## config.mk

```make
export PLATFORM = sky130hd
export DESIGN_NAME = approx_adder_err_sweeper
export DESIGN_NICKNAME = d
export VERILOG_FILES = /design/src/rtl/approx_adder_err_sweeper.sv
export SDC_FILE = /design/constraint.sdc
export NUM_CORES = 1
export LEC_CHECK = 0
export ABC_AREA = 1
export CAP_MARGIN = 10
export CORE_ASPECT_RATIO = 0.6
export CORE_UTILIZATION = 55
export CTS_CLUSTER_DIAMETER = 30
export CTS_CLUSTER_SIZE = 24
export DETAILED_ROUTE_END_ITERATION = 8
export GPL_TIMING_DRIVEN = 0
export MAX_ROUTING_LAYER = met4
export PLACE_DENSITY = 0.8
export SLEW_MARGIN = 20
export SYNTH_ARGS = -nofsm -noshare
export SYNTH_HDL_FRONTEND = slang
export SYNTH_SLANG_ARGS = --single-unit
```

## constraint.sdc

```tcl
create_clock -name clk -period 8.8 [get_ports clk]
set_input_delay 0.88 -clock clk [delete_from_list [all_inputs] [get_ports clk]]
set_output_delay 0.88 -clock clk [all_outputs]
set_load 0.05 [all_outputs]
```

## src/rtl/approx_adder_err_sweeper.sv

```systemverilog
// Exhaustive error characteriser for one external W-bit approximate adder.
// Sweeps every operand pair, aligns the exact sum with the DUT latency and accumulates error metrics.
module approx_adder_err_sweeper #(
  parameter int W       = 8,
  parameter int DUT_LAT = 0,
  parameter int ACC_W   = 40
) (
  input  logic             clk,
  input  logic             rst_n,
  input  logic             start,
  input  logic             abort,
  output logic             busy,
  output logic             done,
  output logic [W-1:0]     op_a,
  output logic [W-1:0]     op_b,
  input  logic [W:0]       approx_sum,
  output logic [2*W:0]     err_cnt,
  output logic [3*W+1:0]   err_sum,
  output logic [ACC_W-1:0] sse,
  output logic [W:0]       max_abs_err
);

  localparam int IW    = 2 * W;
  localparam int ERR_W = W + 2;
  localparam int SQ_W  = 2 * ERR_W;
  localparam int SUM_W = 3 * W + 2;
  localparam int CNT_W = 2 * W + 1;

  typedef enum logic [1:0] {S_IDLE, S_RUN, S_DRAIN, S_DONE} state_t;

  state_t             state_q, state_d;
  logic [IW-1:0]      idx_q, idx_d, idx_nxt;
  logic [W-1:0]       op_a_q, op_a_d, op_b_q, op_b_d;
  logic [DUT_LAT:0]   vld_q, vld_d;
  logic [W:0]         exact_q [DUT_LAT+1];
  logic [W:0]         exact_d [DUT_LAT+1];
  logic [CNT_W-1:0]   err_cnt_q, err_cnt_d;
  logic [SUM_W-1:0]   err_sum_q, err_sum_d;
  logic [ACC_W-1:0]   sse_q, sse_d;
  logic [W:0]         max_q, max_d;

  logic               head_vld, pending;
  logic signed [ERR_W-1:0] err_e, abs_e;
  logic signed [SQ_W-1:0]  err_sq;

  always_comb begin
    state_d   = state_q;
    idx_d     = idx_q;
    op_a_d    = op_a_q;
    op_b_d    = op_b_q;
    err_cnt_d = err_cnt_q;
    err_sum_d = err_sum_q;
    sse_d     = sse_q;
    max_d     = max_q;
    idx_nxt   = idx_q + IW'(1);

    // Stage 0 travels with the operand register; stages 1..DUT_LAT model the DUT latency.
    vld_d      = '0;
    exact_d[0] = exact_q[0];
    for (int i = 1; i <= DUT_LAT; i++) begin
      vld_d[i]   = vld_q[i-1];
      exact_d[i] = exact_q[i-1];
    end

    head_vld = vld_q[DUT_LAT];
    pending  = 1'b0;
    for (int i = 0; i < DUT_LAT; i++) begin
      pending = pending | vld_q[i];
    end

    err_e  = signed'(ERR_W'(approx_sum)) - signed'(ERR_W'(exact_q[DUT_LAT]));
    abs_e  = err_e[ERR_W-1] ? -err_e : err_e;
    err_sq = err_e * err_e;

    if (head_vld) begin
      err_cnt_d = err_cnt_q + CNT_W'(err_e != '0);
      err_sum_d = err_sum_q + SUM_W'(err_e);
      sse_d     = sse_q + ACC_W'(err_sq);
      if (abs_e[W:0] > max_q) begin
        max_d = abs_e[W:0];
      end
    end

    case (state_q)
      S_IDLE, S_DONE: begin
        if (start && !abort) begin
          state_d    = S_RUN;
          idx_d      = '0;
          op_a_d     = '0;
          op_b_d     = '0;
          vld_d[0]   = 1'b1;
          exact_d[0] = '0;
          err_cnt_d  = '0;
          err_sum_d  = '0;
          sse_d      = '0;
          max_d      = '0;
        end
      end
      S_RUN: begin
        if (abort) begin
          state_d = S_IDLE;
          vld_d   = '0;
        end else begin
          idx_d      = idx_nxt;
          op_a_d     = idx_nxt[IW-1:W];
          op_b_d     = idx_nxt[W-1:0];
          vld_d[0]   = 1'b1;
          exact_d[0] = {1'b0, idx_nxt[IW-1:W]} + {1'b0, idx_nxt[W-1:0]};
          if (&idx_nxt) begin
            state_d = S_DRAIN;
          end
        end
      end
      S_DRAIN: begin
        if (abort) begin
          state_d = S_IDLE;
          vld_d   = '0;
        end else if (head_vld && !pending) begin
          state_d = S_DONE;
        end
      end
      default: state_d = S_IDLE;
    endcase
  end

  always_ff @(posedge clk) begin
    if (!rst_n) begin
      state_q   <= S_IDLE;
      idx_q     <= '0;
      op_a_q    <= '0;
      op_b_q    <= '0;
      vld_q     <= '0;
      err_cnt_q <= '0;
      err_sum_q <= '0;
      sse_q     <= '0;
      max_q     <= '0;
      for (int i = 0; i <= DUT_LAT; i++) begin
        exact_q[i] <= '0;
      end
    end else begin
      state_q   <= state_d;
      idx_q     <= idx_d;
      op_a_q    <= op_a_d;
      op_b_q    <= op_b_d;
      vld_q     <= vld_d;
      err_cnt_q <= err_cnt_d;
      err_sum_q <= err_sum_d;
      sse_q     <= sse_d;
      max_q     <= max_d;
      for (int i = 0; i <= DUT_LAT; i++) begin
        exact_q[i] <= exact_d[i];
      end
    end
  end

  assign busy        = (state_q == S_RUN) || (state_q == S_DRAIN);
  assign done        = (state_q == S_DONE);
  assign op_a        = op_a_q;
  assign op_b        = op_b_q;
  assign err_cnt     = err_cnt_q;
  assign err_sum     = err_sum_q;
  assign sse         = sse_q;
  assign max_abs_err = max_q;

endmodule

```

# --- Yosys cells after proc, flatten, opt, wreduce, memory -nomap -nowiden ---
# Memories as Yosys holds them, arrays and structs flattened.
# Cells that the tools add are included.
op_classes:
  mul: 1
  eq_ne: 7
  n_mux: 38
  reduce_logical: 11
  n_lt_le_gt_ge: 1
  addsub: 7
op_table:
  columns: ["operator", "count"]
  rows:
  - ["two-way mux 40 bit", 3]
  - ["two-way mux 26 bit", 3]
  - ["two-way mux 9 bit", 8]
  - ["two-way mux 17 bit", 3]
  - ["adder 40 bit", 1]
  - ["two-way mux 16 bit", 2]
  - ["one-hot mux 16 bit (2 select lines)", 1]
  - ["one-hot mux 8 bit (2 select lines)", 2]
  - ["adder 26 bit", 1]
  - ["two-way mux 8 bit", 3]
  - ["multiplier 10 x 10 -> 20 bit", 1]
  - ["one-hot mux 9 bit (2 select lines)", 1]
  - ["adder 17 x 1 -> 17 bit", 1]
  - ["adder 16 x 1 -> 16 bit, second input constant", 1]
  - ["AND reduction 16 bit", 1]
  - ["two-way mux 2 bit", 5]
  - ["nonzero test 10 bit", 1]
  - ["subtractor 9 x 9 -> 10 bit", 1]
  - ["adder 8 x 8 -> 9 bit", 1]
  - ["> comparator 9 bit", 1]
  - ["negation 9 bit", 1]
  - ["OR reduction 9 bit", 1]
  - ["inequality test 3 bit, second input constant", 2]
  - ["one-hot mux 2 bit (3 select lines)", 1]
  - ["other kinds (12)", 19]
totals:
  memories: 1
  ramBits: 9
  output_inout_bits: 110
  register_bits: 127
  input_bits: 13
mem_list:
  columns: ["name", "words", "width", "read_ports", "rd_clocked_by_memory_dff", "wr", "line_no", "source"]
  rows:
  - ["exact_q", 1, 9, 1, 0, 1, "35", "logic [W:0] exact_q [DUT_LAT+1];"]

# --- Depth between registers and ports, before layout ---
# Gate-level depths: netlist of run 1.
# An unclocked memory read counts as a cell.
logic_depth:
  ltp_word: 9
  ltp_mapped: 49
  ltp_nobuf: 48

# --- Worst setup path before layout of run 1 ---
# OpenSTA, ideal clock, no wires.
synth_path:
  path_type: "input-to-reg"
  start: "input approx_sum[0]"
  end: "register sse_q[30] (netlist: sse[30])"
  path_stages: 36
  arrival_time_ns: 8.149
  setup_ns: 0.109
  required_ns: 8.691
  slack_ns: 0.542
  cell_sequence: "inv_1 ha_1 fa_1 xnor2_2 inv_1 clkbuf_1 nor2_1 fa_1 inv_1 fa_1 inv_1 fa_1 inv_1 fa_1 fa_1 inv_1 ha_1 nand2_1 inv_1 a21oi_1 nand2_1 a21oi_1 nand3_1 nand2_1 ha_1 nand2_1 inv_1 a21oi_1 a21boi_0 nor2_1 nor2_1 nand2_1 nand2_1 nand3_1 nand2_1 inv_1"
synth_between:
  elab_chain_len: 6
synth_lines:
  columns: ["element", "line_no", "source"]
  rows:
  - ["start, declared", "16", "input logic [W:0] approx_sum,"]
  - ["subtractor 9 x 9 -> 10 bit *", "71", "err_e = signed'(ERR_W'(approx_sum)) - signed'(ERR_W'(exact_q[DUT_LAT]));"]
  - ["multiplier 10 x 10 -> 20 bit *", "73", "err_sq = err_e * err_e;"]
  - ["adder 40 bit *", "78", "sse_d = sse_q + ACC_W'(err_sq);"]
  - ["two-way mux 40 bit *", "75", "if (head_vld) begin"]
  - ["two-way mux 40 bit", "86", "if (start && !abort) begin"]
  - ["two-way mux 40 bit *", "84", "case (state_q)"]
  - ["end signal, assigned", "148", "sse_q <= sse_d;"]
  - ["end, declared", "39", "logic [ACC_W-1:0] sse_q, sse_d;"]
# Every way passes the cells marked *; elsewhere a longest branch is shown, timed or not.
# A chain may end at the register's enable or synchronous reset.

# --- Worst setup path in the final report of run 1 ---
layout_path:
  start: "input approx_sum[0]"
  end: "register sse_q[37] (netlist: sse[37])"
# The elaborated chain is that of the path after synthesis.

==> run metrics, run 1 <==
Cell Count Post-Placement=about 2700; register area=between 2000 and 2500 um^2; sequential share of the synthesized area=around 17%; Hold WC Path Type=register to register; H-tree Lvls=4; final setup violation count=0; Crit Path Class=input port to register; r2r worst-path depth=37; Mapped Avg Cell Area=roughly 6.4 um^2; Critical-path top delay cell=fa_2; max-slew violations=0; Hold Buf Count CTS=0; Via Count=roughly 16000; most frequent cells in the layout=nand2_1 (488), inv_1 (434), nor2_1 (296); slowest stage delay, CP=0.62 ns; Synth warnings=0; Final Hold Fails=0; detailed placer's ending HPWL=38700 um; share of layout cells above drive strength 1=9.56%; hold path depth=2; Post-synth EDFFs=0; setup TNS=0 ns; largest net degree at the start of global routing=27; CTS root buffer=clkbuf_16; Max Clk Rate=116 MHz; mapped cell area=14400 um^2; Die H=128 um; CP Capture Type=register; CTS clk-pin slew, worst paths=~0.06 ns; clk sinks=120; WL met3=5510 um; worst path required time=9.15 ns; Syn-to-layout area delta=23.0%; area of the multi-input gates=about 11000 um^2; drt wl/cell=between 15 and 20 um; clock period minus worst slack=between 8 and 9 ns; total iterations of the first detailed-routing run=6; # fillers=2253; core area=25500 um^2; PortBufs=122; Worst setup SP type=input port; vias in the first global route=14100; row count=45; drc violations=0; Top FF cell, synth=dfxtp_1; clock skew=0.00740 ns; GRT Util Overall=between 30% and 40%; number of synthesized register bits=120; final antenna-violating net count=0; drt total wl=50000 um; Horiz. Die Dim=211 um; Antenna Cells=0; Via density=~5.6; final non-filler cell total=2811; max cap viols=0; commonest non-fill, non-tap cell in the layout=nand2_1; synth unique cells=54; Cell Area, Placed=16100 um^2; worst-skew pair later-pin latency=0.46 ns; Slew @ Worst Pin=1.03 ns; design area=17800 um^2; top sig layer=met4; Nets=roughly 2700; CTS tree=yes; crit path max fanout=10; Worst slew margin=31.1%; metal2 WL=approximately 21000 um; first-pass GRT wire length=74000 um; initial cell density of the core=56.6%; worst setup margin=0.180 ns; Post-Synthesis Cells=2274; Critical Path AT=roughly 9.0 ns; initial antenna violation count=1; synthesized net count=2518; GP Congestion=between 1 and 1.5; io pins=123; Max Root-Sink Buffers=2; DRT iter0 DRCs=1769; Place WS=-1.92 ns; die footprint=26900 um^2; Synth async-reset ratio=0%; Final Cycle Share=98.0%; run status=complete, no violations; Num CTS Buffers=17; total gr overflow=0; most used cell along the critical path=inv_1; Post-Route M1 WL=~23000 um
==> worst max-delay path: cells and delay by family <==
family / cells / cell delay, ns
AOI/OAI and AO/OA: 4 / 0.72
xor gates and xnor gates: 1 / 0.17
adders and majority gates: 9 / 4.16
buffers and inverters: 11 / 1.55
and+or+nand+nor: 13 / 1.46
==> worst paths after layout <==
check / from / endpoint / slack (ns)
hold / removal: err_cnt[16] / err_cnt[16] / 0.46
hold reg to reg: err_cnt[16] / err_cnt[16] / 0.46
setup / recovery: approx_sum[0] / sse[37] / 0.18
setup reg to reg: exact_q[0][7] / sse[37] / 0.68
==> layout make-up <==
class,count,share of cell area [%]
flip-flops and latches,120,13.5
clock inverters,15,0.958
inverters,447,9.54
clock buffers,17,2.39
repair buffers,151,8.28
plain buffers,40,1.06
multi-input cells,1669,61.8
well taps,352,2.48
==> cell usage after synthesis (6+ instances only) <==
master	number	area share, %
ha_1	150	13
nand3b_1	6	0.31
nand2_1	505	13
buf_2	6	0.21
o21bai_1	20	1.0
xor2_1	31	1.9
a31oi_1	7	0.30
fa_1	81	11
nor3_1	33	1.1
dfxtp_1	120	17
o21ai_0	97	3.4
a21oi_1	153	5.3
or2_2	9	0.39
clkbuf_1	26	0.68
xnor2_1	16	0.97
nand4_1	36	1.6
inv_1	440	11
o211ai_1	19	0.99
a21o_1	10	0.52
nor2_1	321	8.3
nand3_1	127	4.4
==> per-stage QoR <==
step | utilization [%] | hold slack [ns]
floorplan | - | 0.444
global placement | 63.1 | 0.450
detailed placement | 63.1 | 0.453
CTS | 66.1 | 0.463
global route | 69.7 | 0.489
finish | 69.7 | 0.464
==> sequential cells by signal (all words and copies together), names as in the netlist <==
name	cells
idx_q	16
err_sum	26
err_cnt	17
max_abs_err	9
state_q	2
sse	40
head_vld	1
exact_q	9
==> per-layer routing <==
metal / vias to the layer above / track usage [%]
met4: 0 / 9.72
met2: 836 / 53.1
met3: 94 / 8.14
met1: 7390 / 51.6
met5: - / -
li1: 7543 / -
==> kinds of logic after synthesis <==
logic type	after synthesis	share of synthesized area [%]
simple gates	1056	30.4
buf+inv	487	12.8
flops	120	16.6
xor+xnor	49	3.08
fa+ha+maj	231	24.2
compound gates	331	12.9
==> repair_timing <==
item	CTS	global route
gates resized for setup	35	148
cloned	0	2
setup buffers	3	26
endpoints found under the setup margin	27	26
pin swaps	3	38
Power of run 1 is not shown: default switching activity piles up to over one toggle a cycle in this logic, so the estimate is an artifact.
==> run 2, diff against run 1 <==
CORE_UTILIZATION = 56   (was 55)
CTS_BUF_LIST = sky130_fd_sc_hd__clkbuf_2 sky130_fd_sc_hd__clkbuf_4 sky130_fd_sc_hd__clkbuf_8   (was unset)
PLACE_DENSITY = 0.82   (was 0.8)
TNS_END_PERCENT = 1   (was unset)
==> run 2 against run 1 <==
  * Clock skew is 0.017 ns higher
  * Worst setup slack better by 0.020 ns
  * Core utilization is 0.98 points lower
  * Via count is 1.1% lower
  * Register-to-register slack worse by 0.07 ns
  * First-iteration DRC count is 8.1% lower
  * Maximum frequency is 0.24% higher
  * Highest routed layer unchanged
  * Worst hold slack better by 0.0075 ns
==> run metrics, run 2 (same netlist as run 1, synthesis figures left out) <==
run status=complete, no violations; die footprint=26500 um^2; drc violations=0; detailed placer's ending HPWL=37600 um; largest net degree at the start of global routing=27; commonest non-fill, non-tap cell in the layout=nand2_1; met3 Use GR=around 8.3%; clk sinks=between 100 and 150; Die H=126 um; worst setup margin=~0.20 ns; vias in the first global route=14200; grt met1 use=49.8%; worst path required time=9.20 ns; Final Cycle Share=97.7%; slowest stage delay, CP=around 0.66 ns; Critical Path AT=9.00 ns; Worst setup SP type=input port; most used cell along the critical path=inv_1; CTS tree=yes; Hold WC Path Type=register to register; Via density=~5.6; share of layout cells above drive strength 1=8.55%; max reg flops=40; gr busiest metal=met2; GRT Util Overall=36.4%; clock skew=0.0243 ns; drt total wl=47800 um; total iterations of the first detailed-routing run=6; CTS root buffer=clkbuf_8; Max Root-Sink Buffers=2; PortBufs=122; Slew @ Worst Pin=1.02 ns; max-slew violations=0; clock period minus worst slack=8.60 ns; first-pass GRT wire length=73000 um; Critical-path top delay cell=fa_2; row count=45; total gr overflow=0; Syn-to-layout area delta=20.2%; initial antenna violation count=0; Antenna Cells=0; drt wl/cell=17.2 um; core area=25300 um^2; Max Clk Rate=116 MHz; Place WS=-1.59 ns; Final Hold Fails=0; worst-skew pair later-pin latency=0.51 ns; io pins=123; crit path max fanout=10; Via Count=around 16000; most frequent cells in the layout=nand2_1 (490), inv_1 (439), nor2_1 (297); Horiz. Die Dim=209 um; Nets=between 2000 and 3000; final antenna-violating net count=0; Crit Path Class=input port to register; GP Congestion=1.08; met2 GRT Util=53.4%; final setup violation count=0; H-tree Lvls=4; CP Capture Type=register; initial cell density of the core=57.1%; CTS clk-pin slew, worst paths=roughly 0.08 ns; Worst slew margin=32.1%; Num CTS Buffers=17; max cap viols=0; DRT iter0 DRCs=about 1600
-- run 2: cell count changes in the layout (fill, tap and decap cells not counted), sizes merged --
cell and delta:
inv +5, clkinvlp -1, clkinv -4, buf -6, clkbuf +2
-- run 2: critical path: cells and delay by family --
kind | cells | cell delay [ns]
AND/OR/NAND/NOR | 14 | 2.13
AO/OA/AOI/OAI | 5 | 0.78
adder cells (fa/ha/maj) | 8 | 3.94
buffers and inverters | 9 | 1.24
-- run 2: timing repair --
action | in CTS | in global routing
cloned | 1 | 1
endpoints found under the setup margin | 25 | 27
buffers inserted | 6 | 19
resized for setup | 27 | 128
pin swaps | 7 | 26
hold buffers | 0 | 0
-- run 2: layer usage --
metal	part of all wire (%)	wire length, um	vias up
li1	-	-	7545
met1	44	21200	7184
met5	0	0	-
met4	2.4	1130	0
met2	42	20200	867
met3	11	5300	98
-- run 2: cell type report --
class | count | area (um^2)
Multi-Input combinational cell | 1669 | 10800
Clock buffer | 17 | 234
Fill cell | 2197 | 7920
Clock inverter | 15 | 183
Timing Repair Buffer | 147 | 1450
Sequential cell | 120 | 2400
Tap cell | 329 | 412
Buffer | 40 | 189
Inverter | 447 | 1690
-- run 2: final timing paths --
check | cells after the start | slack [ns] | startpoint | endpoint
worst max-delay path | 36 | 0.20 | approx_sum[8] | sse[34]
worst min-delay path | 2 | 0.47 | exact_q[0][3] | exact_q[0][3]
worst max register to register | 36 | 0.61 | exact_q[0][8] | sse[34]
worst min register to register | 2 | 0.47 | exact_q[0][3] | exact_q[0][3]
-- run 2: stage by stage --
step	hold slack (ns)	setup TNS [ns]	utilization [%]	instances	instance area [um^2]
after global placement	0.453	-26.68	63.6	2725	16100
after CTS	0.469	0	66.0	2764	16700
after floorplan	0.444	0	-	2274	14400
after detailed placement	0.455	-31.07	63.6	2725	16100
after global routing	0.509	-1.49	68.7	2784	17400
final	0.472	0	68.7	2784	17400
Power of run 2 is left out for the same reason.
==> run 3, diff against run 2 <==
PLACE_DENSITY = 0.81   (was 0.82)
==> run 3 against run 2 <==
  * Core utilization up 0.39 points
  * Non-clock buffer count is 1 lower
  * Cell area grew 0.57%
  * Routed wire length grew 2.6%
  * Count of clock-buffer cells in the layout increased by 1
  * Critical path depth grew 1
  * Critical endpoint is now sse[28]
  * Sequential share of layout area is 0.078 points lower
==> run metrics, run 3 (same netlist as run 1, synthesis figures left out) <==
final setup violation count=0; GRT Util Overall=37.2%; share of layout cells above drive strength 1=8.88%; drc violations=0; max reg flops=40; CP Capture Type=register; Slew @ Worst Pin=1.04 ns; crit path max fanout=10; Nets=2686; die footprint=26500 um^2; detailed placer's ending HPWL=just under 40000 um; slowest stage delay, CP=0.58 ns; final non-filler cell total=about 2800; register area=2400 um^2; Cell Count Post-Placement=2725; area of the multi-input gates=10900 um^2; largest net degree at the start of global routing=27; Num CTS Buffers=17; max cap viols=0; Hold WC Path Type=register to register; row count=45; most frequent cells in the layout=nand2_1 (487), inv_1 (435), nor2_1 (298); GP Congestion=1.01; total gr overflow=0; core area=25300 um^2; Via Count=approximately 16000; Hold Slack=around 0.47 ns; drt total wl=~49000 um; Final Hold Fails=0; total iterations of the first detailed-routing run=6; Crit Path Class=input port to register; run status=complete, no violations; initial cell density of the core=57.1%; Syn-to-layout area delta=20.9%; Critical-path top delay cell=fa_2; Via density=approximately 5.6; clk sinks=120; PortBufs=122; worst-skew pair later-pin latency=approximately 0.50 ns; Final Cycle Share=slightly below 100%; first-pass GRT wire length=74200 um; H-tree Lvls=4; CTS tree=yes; Hold Buf Count CTS=0; Worst slew margin=a little under a third; DRT iter0 DRCs=1423; max-slew violations=0; Worst setup SP type=input port; Die H=126 um; Horiz. Die Dim=approximately 210 um; io pins=between 100 and 150; Critical Path AT=8.98 ns; final antenna-violating net count=0; Max Clk Rate=117 MHz; # fillers=approximately 2200; setup TNS=0 ns; vias in the first global route=between 10000 and 15000; clock period minus worst slack=8.58 ns; CTS root buffer=clkbuf_8; drt wl/cell=17.6 um; Max Root-Sink Buffers=2; initial antenna violation count=1; clock skew=~0.011 ns; commonest non-fill, non-tap cell in the layout=nand2_1; worst path required time=9.20 ns; CTS clk-pin slew, worst paths=0.09 ns
run 3: what timing repair did:
action / CTS / global route
resized for setup: 33 / 141
buffers inserted: 5 / 20
endpoints found under the setup margin: 26 / 27
pin swaps: 2 / 36
cloned: 0 / 3
run 3: through the flow:
step	utilization [%]	cell area [um^2]	worst slack, ns
floorplan	-	14400	0.542
global placement	63.6	16100	-1.87
detailed placement	63.6	16100	-2.07
CTS	65.8	16600	-0.0574
global route	69.1	17500	-0.101
finish	69.1	17500	0.218
run 3: worst max-delay path, delay by kind of cell:
| kind | cells | cell delay [ns] |
|---|---|---|
| AOI/OAI and AO/OA | 7 | 1.43 |
| adders and majority gates | 8 | 3.53 |
| and+or+nand+nor | 13 | 1.81 |
| buffers and inverters | 9 | 1.33 |
run 3: final timing paths:
path / slack, ns / from / endpoint / depth (start not counted)
max: 0.22 / approx_sum[6] / sse[28] / 37
min: 0.47 / exact_q[0][8] / exact_q[0][8] / 2
max reg2reg: 0.64 / exact_q[0][6] / sse[28] / 37
min reg2reg: 0.47 / exact_q[0][8] / exact_q[0][8] / 2
run 3: layout make-up:
| class | instances | share of cell area [%] |
|---|---|---|
| multi-input combinational | 1670 | 62.7 |
| sequential | 120 | 13.8 |
| inverter | 447 | 9.71 |
| timing repair buffer | 147 | 8.25 |
| tap | 329 | 2.36 |
| clock buffer | 18 | 1.38 |
| buffer | 39 | 1.07 |
| clock inverter | 14 | 0.795 |
| antenna | 1 | 0.0143 |
run 3: routing by layer:
layer	vias to the layer above	global-route usage, %	routed length (um)
met5	-	-	0
met4	0	9.69	976
met3	70	9.85	5430
met2	761	54.1	20800
met1	7348	50.9	21900
li1	7537	-	-
Power of run 3 is left out for the same reason.
